<file path="src/rtl/water_level_pkg.sv">
// Shared types and decode helpers for the tank level monitor.
// Thermometer decode of the {high, mid, low} sensor vector plus the FSM next-state rule.
package water_level_pkg;

  typedef enum logic [1:0] {
    INIT    = 2'd0,
    FILLING = 2'd1,
    READY   = 2'd2,
    FAULT   = 2'd3
  } state_t;

  localparam logic [1:0] LEVEL_EMPTY = 2'd0;
  localparam logic [1:0] LEVEL_FULL  = 2'd3;

  typedef struct packed {
    logic [1:0] level;
    logic       valid;
  } level_dec_t;

  function automatic level_dec_t thermo_decode(input logic [2:0] v);
    level_dec_t d;
    d.valid = 1'b1;
    d.level = LEVEL_EMPTY;
    case (v)
      3'b000:  d.level = LEVEL_EMPTY;
      3'b001:  d.level = 2'd1;
      3'b011:  d.level = 2'd2;
      3'b111:  d.level = LEVEL_FULL;
      default: d.valid = 1'b0;
    endcase
    return d;
  endfunction

  // Mid levels keep FILLING/READY as they are; that is the hysteresis band.
  function automatic state_t next_state(input state_t cur, input level_dec_t d);
    state_t n;
    n = cur;
    if (!d.valid) begin
      n = FAULT;
    end else begin
      case (cur)
        INIT, FAULT: n = (d.level == LEVEL_FULL) ? READY : FILLING;
        FILLING:     if (d.level == LEVEL_FULL) n = READY;
        READY:       if (d.level == LEVEL_EMPTY) n = FILLING;
      endcase
    end
    return n;
  endfunction

endpackage

</file>
<file path="src/rtl/sensor_debouncer.sv">
// 2-FF synchronizer plus stability counter; a vector is accepted after DEBOUNCE_CYCLES identical samples.
// Accept strobe and accepted vector register DEBOUNCE_CYCLES+1 edges after the raw sample; no backpressure.
module sensor_debouncer #(
  parameter int WIDTH           = 3,
  parameter int DEBOUNCE_CYCLES = 16
) (
  input  logic             clock,
  input  logic             reset_pulse,
  input  logic [WIDTH-1:0] i_raw,
  output logic [WIDTH-1:0] o_accepted,
  output logic             o_accept_stb
);

  localparam int CW = $clog2(DEBOUNCE_CYCLES + 1);
  localparam logic [CW-1:0] CNT_MAX  = CW'(DEBOUNCE_CYCLES);
  localparam logic [CW-1:0] CNT_LAST = CW'(DEBOUNCE_CYCLES - 1);

  logic [WIDTH-1:0] r_sync1;
  logic [WIDTH-1:0] r_sync2;
  logic [1:0]       r_sync_vld;
  logic [WIDTH-1:0] r_cand;
  logic [CW-1:0]    r_cnt;
  logic [WIDTH-1:0] r_acc;
  logic             r_have_acc;
  logic             r_stb;

  logic w_same;
  logic w_fire;

  assign w_same = (r_sync2 == r_cand);
  // The first stable vector after reset is always accepted, even if it matches the reset value.
  assign w_fire = r_sync_vld[1] && w_same && (r_cnt == CNT_LAST) &&
                  (!r_have_acc || (r_cand != r_acc));

  always_ff @(posedge clock) begin
    if (reset_pulse) begin
      r_sync1    <= '0;
      r_sync2    <= '0;
      r_sync_vld <= '0;
      r_cand     <= '0;
      r_cnt      <= '0;
      r_acc      <= '0;
      r_have_acc <= 1'b0;
      r_stb      <= 1'b0;
    end else begin
      r_sync1    <= i_raw;
      r_sync2    <= r_sync1;
      r_sync_vld <= {r_sync_vld[0], 1'b1};
      r_stb      <= w_fire;
      if (w_fire) begin
        r_acc      <= r_cand;
        r_have_acc <= 1'b1;
      end
      // Synchronizer contents left over from reset are not real samples.
      if (!r_sync_vld[1]) begin
        r_cnt <= '0;
      end else if ((r_cnt == '0) || !w_same) begin
        r_cand <= r_sync2;
        r_cnt  <= CW'(1);
      end else if (r_cnt != CNT_MAX) begin
        r_cnt <= r_cnt + CW'(1);
      end
    end
  end

  assign o_accepted   = r_acc;
  assign o_accept_stb = r_stb;

endmodule

</file>
<file path="src/rtl/water_level_monitor.sv">
// Debounced tank level decode driving watering/filling requests with hysteresis and fault blocking.
// Outputs register DEBOUNCE_CYCLES+2 edges after a held raw sample; no backpressure.
module water_level_monitor #(
  parameter int DEBOUNCE_CYCLES = 16
) (
  input  logic       clock,
  input  logic       reset_pulse,
  input  logic [2:0] water_sensors,
  output logic [1:0] level,
  output logic       watering_condition,
  output logic       filling_condition,
  output logic       sensor_fault,
  output logic       level_changed
);

  import water_level_pkg::*;

  logic [2:0] w_accepted;
  logic       w_accept_stb;
  level_dec_t w_dec;
  state_t     w_next;

  state_t     r_state;
  logic [1:0] r_level;
  logic       r_water;
  logic       r_fill;
  logic       r_fault;
  logic       r_level_changed;

  sensor_debouncer #(
    .WIDTH          (3),
    .DEBOUNCE_CYCLES(DEBOUNCE_CYCLES)
  ) u_debouncer (
    .clock       (clock),
    .reset_pulse (reset_pulse),
    .i_raw       (water_sensors),
    .o_accepted  (w_accepted),
    .o_accept_stb(w_accept_stb)
  );

  assign w_dec  = thermo_decode(w_accepted);
  assign w_next = next_state(r_state, w_dec);

  always_ff @(posedge clock) begin
    if (reset_pulse) begin
      r_state         <= INIT;
      r_level         <= LEVEL_EMPTY;
      r_water         <= 1'b0;
      r_fill          <= 1'b0;
      r_fault         <= 1'b0;
      r_level_changed <= 1'b0;
    end else begin
      r_level_changed <= 1'b0;
      if (w_accept_stb) begin
        r_state <= w_next;
        r_fill  <= (w_next == FILLING);
        r_water <= (w_next == READY);
        r_fault <= (w_next == FAULT);
        // Level holds through a fault so the last trustworthy reading stays visible.
        if (w_dec.valid && (w_dec.level != r_level)) begin
          r_level         <= w_dec.level;
          r_level_changed <= 1'b1;
        end
      end
    end
  end

  assign level              = r_level;
  assign watering_condition = r_water;
  assign filling_condition  = r_fill;
  assign sensor_fault       = r_fault;
  assign level_changed      = r_level_changed;

endmodule

</file>
<file path="config.mk">
export PLATFORM = sky130hd
export DESIGN_NAME = water_level_monitor
export DESIGN_NICKNAME = d
export VERILOG_FILES = /design/src/rtl/water_level_pkg.sv /design/src/rtl/sensor_debouncer.sv /design/src/rtl/water_level_monitor.sv
export SDC_FILE = /design/constraint.sdc
export NUM_CORES = 1
export LEC_CHECK = 0
export ABC_AREA = 1
export BUFFER_PORTS_ARGS = -buffer_cell sky130_fd_sc_hd__buf_2
export CAP_MARGIN = 40
export CELL_PAD_IN_SITES_DETAIL_PLACEMENT = 0
export CELL_PAD_IN_SITES_GLOBAL_PLACEMENT = 1
export CORE_MARGIN = 2
export CORE_UTILIZATION = 38
export CTS_CLUSTER_SIZE = 30
export DETAILED_ROUTE_END_ITERATION = 10
export PLACE_DENSITY_LB_ADDON = 0.1
export REMOVE_ABC_BUFFERS = 1
export SKIP_LAST_GASP = 1
export SYNTH_ARGS = -nofsm -noshare
export SYNTH_HDL_FRONTEND = slang
export SYNTH_SLANG_ARGS = --single-unit
</file>
<file path="constraint.sdc">
create_clock -name clock -period 1.3 [get_ports clock]
set_input_delay 0.195 -clock clock [delete_from_list [all_inputs] [get_ports clock]]
set_output_delay 0.195 -clock clock [all_outputs]
set_load 0.05 [all_outputs]
</file>
==> run_results.csv <==
group,metric,value,unit
run_status,run_status,"finished with violations",
run_status,violations,"negative setup slack",
yosys,post_synth_inst_count,194,
worst_setup_path,cp_arrival,1.70,ns
clock_network,insertion_delay,0.33,ns
yosys,compound_gate_fraction_of_synth_area,6.319,%
worst_setup_path,worstSetupPathType,"reg2reg",
yosys,synth-adder-area-share,4.579,%
worst_hold_path,min-delay-start,"water_sensors[1]",
yosys,avg_inst_size_synth,7.043,um^2
worst_setup_path,startpoint,"u_debouncer.r_cnt[0]",
global_routing,grt_pass1_vias,1256,
clock_network,cts_tree,"built",
yosys,synthMostInstantiatedCell,"sky130_fd_sc_hd__nand2_1",
floorplanning,num_rows,21,
timing,finalCriticalPeriod,1.482,ns
place,post_place_cells,258,
pwr,seq_power_share,59.9,%
global_routing,wire_length_of_the_first_global_routing_pass,5395,um
layout,finalInstanceArea,1826,um^2
timing,final.setup.worst_slack,-0.1818,ns
global_routing,grt_start_max_net_pins,14,
global_routing,gr-total-overflow,0,
yosys,synthMuxAreaShare,3.663,%
routing,drt-pass1-iter-count,4,
timing,final_min_period_over_clock_period,114.0,%
floorplanning,floorplan.die_area,4091,um^2
layout,final_nets,238,
worst_hold_path,hold_path_class,"in2reg",
clock_network,cts-root-to-sink-buffers,2,
routing,post_detailed_route_count_of_antenna_violating_nets,0,
clock_network,cts_hold_repair.buffers,0,
pwr,share_clk_of_total_power,33.8,%
yosys,ys_seq_elements,29,
place,gp_congestion,0.7532,
yosys,synth_edf_count,0,
yosys,netlist_top_cells_area,"sky130_fd_sc_hd__dfxtp_1 42%, sky130_fd_sc_hd__nand2_1 12%, sky130_fd_sc_hd__nor2_1 8.8%, sky130_fd_sc_hd__inv_1 8.2%, sky130_fd_sc_hd__ha_1 4.6%",
pwr,share_comb_of_total_power,6.4,%
floorplanning,area_of_the_core,3390,um^2
layout,layout.filler_cells,338,
yosys,post_synth_instance_area,1366,um^2
floorplanning,die_height,63.96,um
yosys,yosysTopAreaCell,"sky130_fd_sc_hd__dfxtp_1",
timing,timing.final.max_slew_violations,0,
worst_setup_path,reg2reg_from,"u_debouncer.r_cnt[0]",
yosys,postSynth.asyncResetShare,0,%
timing,worst-slew-pin-transition,0.2887,ns
floorplanning,initial_utilization,40.31,%
yosys,synthTopCellsByCount,"45 x sky130_fd_sc_hd__nand2_1, 32 x sky130_fd_sc_hd__nor2_1, 30 x sky130_fd_sc_hd__inv_1",
place,detailedPlacementHpwl,2071,um
pwr,total_switching_power,362.5,uW
layout,finalNonFillerCells,275,
timing,setup_violations,10,
layout,antenna_cells,0,
clock_network,clock_sink_count,29,
pwr,netSwitchingFraction,23.83,%
routing,drc,0,
routing,vias_per_cell,4.636,
clock_network,ctsRootBufferMaster,"sky130_fd_sc_hd__clkbuf_4",
timing,final-hold-violation-count,0,
yosys,yosysTopAreaCellShare,42.49,%
global_routing,grtUsageTotal,17.05,%
place,port-buffer-count,10,
routing,mean_routed_wirelength_per_cell,11.29,um
layout,layout-drive-gt1-share,36.24,%
pwr,static-leakage-power,0.8400,nW
pwr,cellPowerDensity,833.3,nW/um^2
worst_setup_path,required,1.52,ns
timing,max_freq,674.9,MHz
clock_network,tritoncts.num_buffers,5,
routing,drt-initial-drc-count,22,
floorplanning,x_dimension_of_the_die,63.96,um
yosys,synth_ff_type,"sky130_fd_sc_hd__dfxtp_1",
layout,areaGrowthSynthToFinish,33.61,%
floorplanning,ports,11,
job,cap_viol_max_count,0,
worst_setup_path,worst_setup_path_end_kind,"flip-flop",
yosys,synth_xor_area_share,1.282,%
clock_network,htree_levels,2,
clock_network,cts.reportedPaths.clkPinSlew,0.09,ns
pwr,ir_worst_vdd,0.0004120,V
yosys,synth_seq_area_share,42.49,%
routing,num_vias,1275,
timing,max-slew-margin-rel,80.73,%
yosys,synth_simple_gate_area_share,31.04,%
timing,rsz0062_at_grt,"yes",
routing,routed_wl,3106,um
worst_setup_path,worstSetupStartpointType,"flip-flop",
yosys,synth_top_family_by_area,"simple AND/OR/NAND/NOR gates",
worst_setup_path,critPathMaxFanout,4,
place,placed_cell_area,1543,um^2
yosys,yosys.cell_types.count,24,
yosys,synth-warning-count,0,
global_routing,grt_antenna_before_repair,0,
timing,final.setup_skew,0.009668,ns
layout,finish.utilization,53.86,%
pwr,intPower,1.159,mW
==> registers in the layout, indices dropped and copies added, names as in the netlist <==
register	count
u_debouncer.o_accepted	3
filling_condition	1
u_debouncer.r_cnt	5
sensor_fault	1
u_debouncer.r_have_acc	1
u_debouncer.r_sync1	3
u_debouncer.r_sync2	3
level_changed	1
watering_condition	1
u_debouncer.r_cand	3
r_state	2
level	2
u_debouncer.o_accept_stb	1
u_debouncer.r_sync_vld	2
==> area by class of cell <==
cell class | instances | area (um^2) | share of cell area [%]
Clock buffer | 8 | 48.80 | 2.673
Tap cell | 46 | 57.56 | 3.153
Multi-Input combinational cell | 127 | 784.5 | 42.97
Timing Repair Buffer | 30 | 211.5 | 11.58
Sequential cell | 29 | 589.3 | 32.28
Inverter | 35 | 133.9 | 7.334
==> per-layer routing <==
layer,wire length [um],track usage (%),up-vias
met1,1410,21.94,574
met2,1471,26.43,29
met4,77,8.152,0
li1,-,-,663
met5,0,0,-
met3,146,4.401,9
==> path summary, 6_finish.rpt <==
check / endpoint / slack [ns] / depth (start not counted)
hold reg to reg: u_debouncer.r_sync_vld[1] / 0.40 / 2
hold / removal: u_debouncer.r_sync1[1] / 0.07 / 3
setup / recovery: u_debouncer.r_cnt[2] / -0.18 / 10
setup reg to reg: u_debouncer.r_cnt[2] / -0.18 / 10
==> power groups by stage <==
| stage | combinational, mW | sequential [mW] | clock [mW] |
|---|---|---|---|
| after floorplan | 0.0409 | 0.932 | 0 |
| after global placement | 0.0739 | 0.933 | 0 |
| after detailed placement | 0.0756 | 0.933 | 0 |
| after CTS | 0.0781 | 0.913 | 0.535 |
| after global routing | 0.109 | 0.913 | 0.590 |
| final | 0.0966 | 0.911 | 0.514 |
==> cell families (layout without fill, tap and decap cells) <==
logic type,after synthesis,after routing
buf+inv,38,73
fa+ha+maj,5,5
flops,29,29
simple gates,100,100
xor+xnor,2,2
compound gates,15,15
mux,5,5
==> per-stage QoR <==
stage | setup TNS, ns | hold slack (ns) | total power [mW] | setup WS (ns)
after floorplan | -0.3026 | 0.2574 | 0.9727 | -0.09337
after global placement | -0.8919 | 0.3936 | 1.007 | -0.1955
after detailed placement | -1.166 | 0.3949 | 1.008 | -0.2816
after CTS | -0.7338 | 0.05547 | 1.526 | -0.1868
after global routing | -2.521 | 0.06161 | 1.612 | -0.2878
final | -1.310 | 0.06723 | 1.521 | -0.1818
==> worst max-delay path, cell delays in order, from the launching register on <==
cell                      delay (ns)
sky130_fd_sc_hd__dfxtp_2        0.34
sky130_fd_sc_hd__buf_4          0.13
sky130_fd_sc_hd__buf_6          0.11
sky130_fd_sc_hd__buf_6          0.12
sky130_fd_sc_hd__inv_4          0.05
sky130_fd_sc_hd__ha_4           0.12
sky130_fd_sc_hd__nand2_4        0.06
sky130_fd_sc_hd__nor3_4         0.19
sky130_fd_sc_hd__nor2_1         0.07
sky130_fd_sc_hd__nand2_2        0.13
sky130_fd_sc_hd__nor3_2         0.05
==> layout by cell type, fill, tap and decap left out, types with 2 or more instances in the layout <==
cell type,n
sky130_fd_sc_hd__nand2_1,36
sky130_fd_sc_hd__nor2_1,30
sky130_fd_sc_hd__inv_1,25
sky130_fd_sc_hd__dfxtp_1,24
sky130_fd_sc_hd__buf_4,17
sky130_fd_sc_hd__nand3_1,11
sky130_fd_sc_hd__nand2_2,10
sky130_fd_sc_hd__buf_2,10
sky130_fd_sc_hd__inv_2,8
sky130_fd_sc_hd__a21oi_2,7
sky130_fd_sc_hd__mux2i_1,5
sky130_fd_sc_hd__clkbuf_4,5
sky130_fd_sc_hd__ha_4,4
sky130_fd_sc_hd__dfxtp_2,4
sky130_fd_sc_hd__nand2_4,3
sky130_fd_sc_hd__a21oi_1,3
sky130_fd_sc_hd__clkbuf_1,3
sky130_fd_sc_hd__buf_6,3
sky130_fd_sc_hd__nor2_4,2
sky130_fd_sc_hd__o21ai_2,2
sky130_fd_sc_hd__o21ai_0,2
sky130_fd_sc_hd__xnor2_1,2
sky130_fd_sc_hd__nand4_1,2
sky130_fd_sc_hd__nor3_2,2
==> timing repair <==
item,4_1_cts,5_1_grt
buffers inserted,3,6
endpoints found under the setup margin,9,16
pin swaps,10,20
gates resized for setup,16,33
Power figures use the tool's default switching activity.
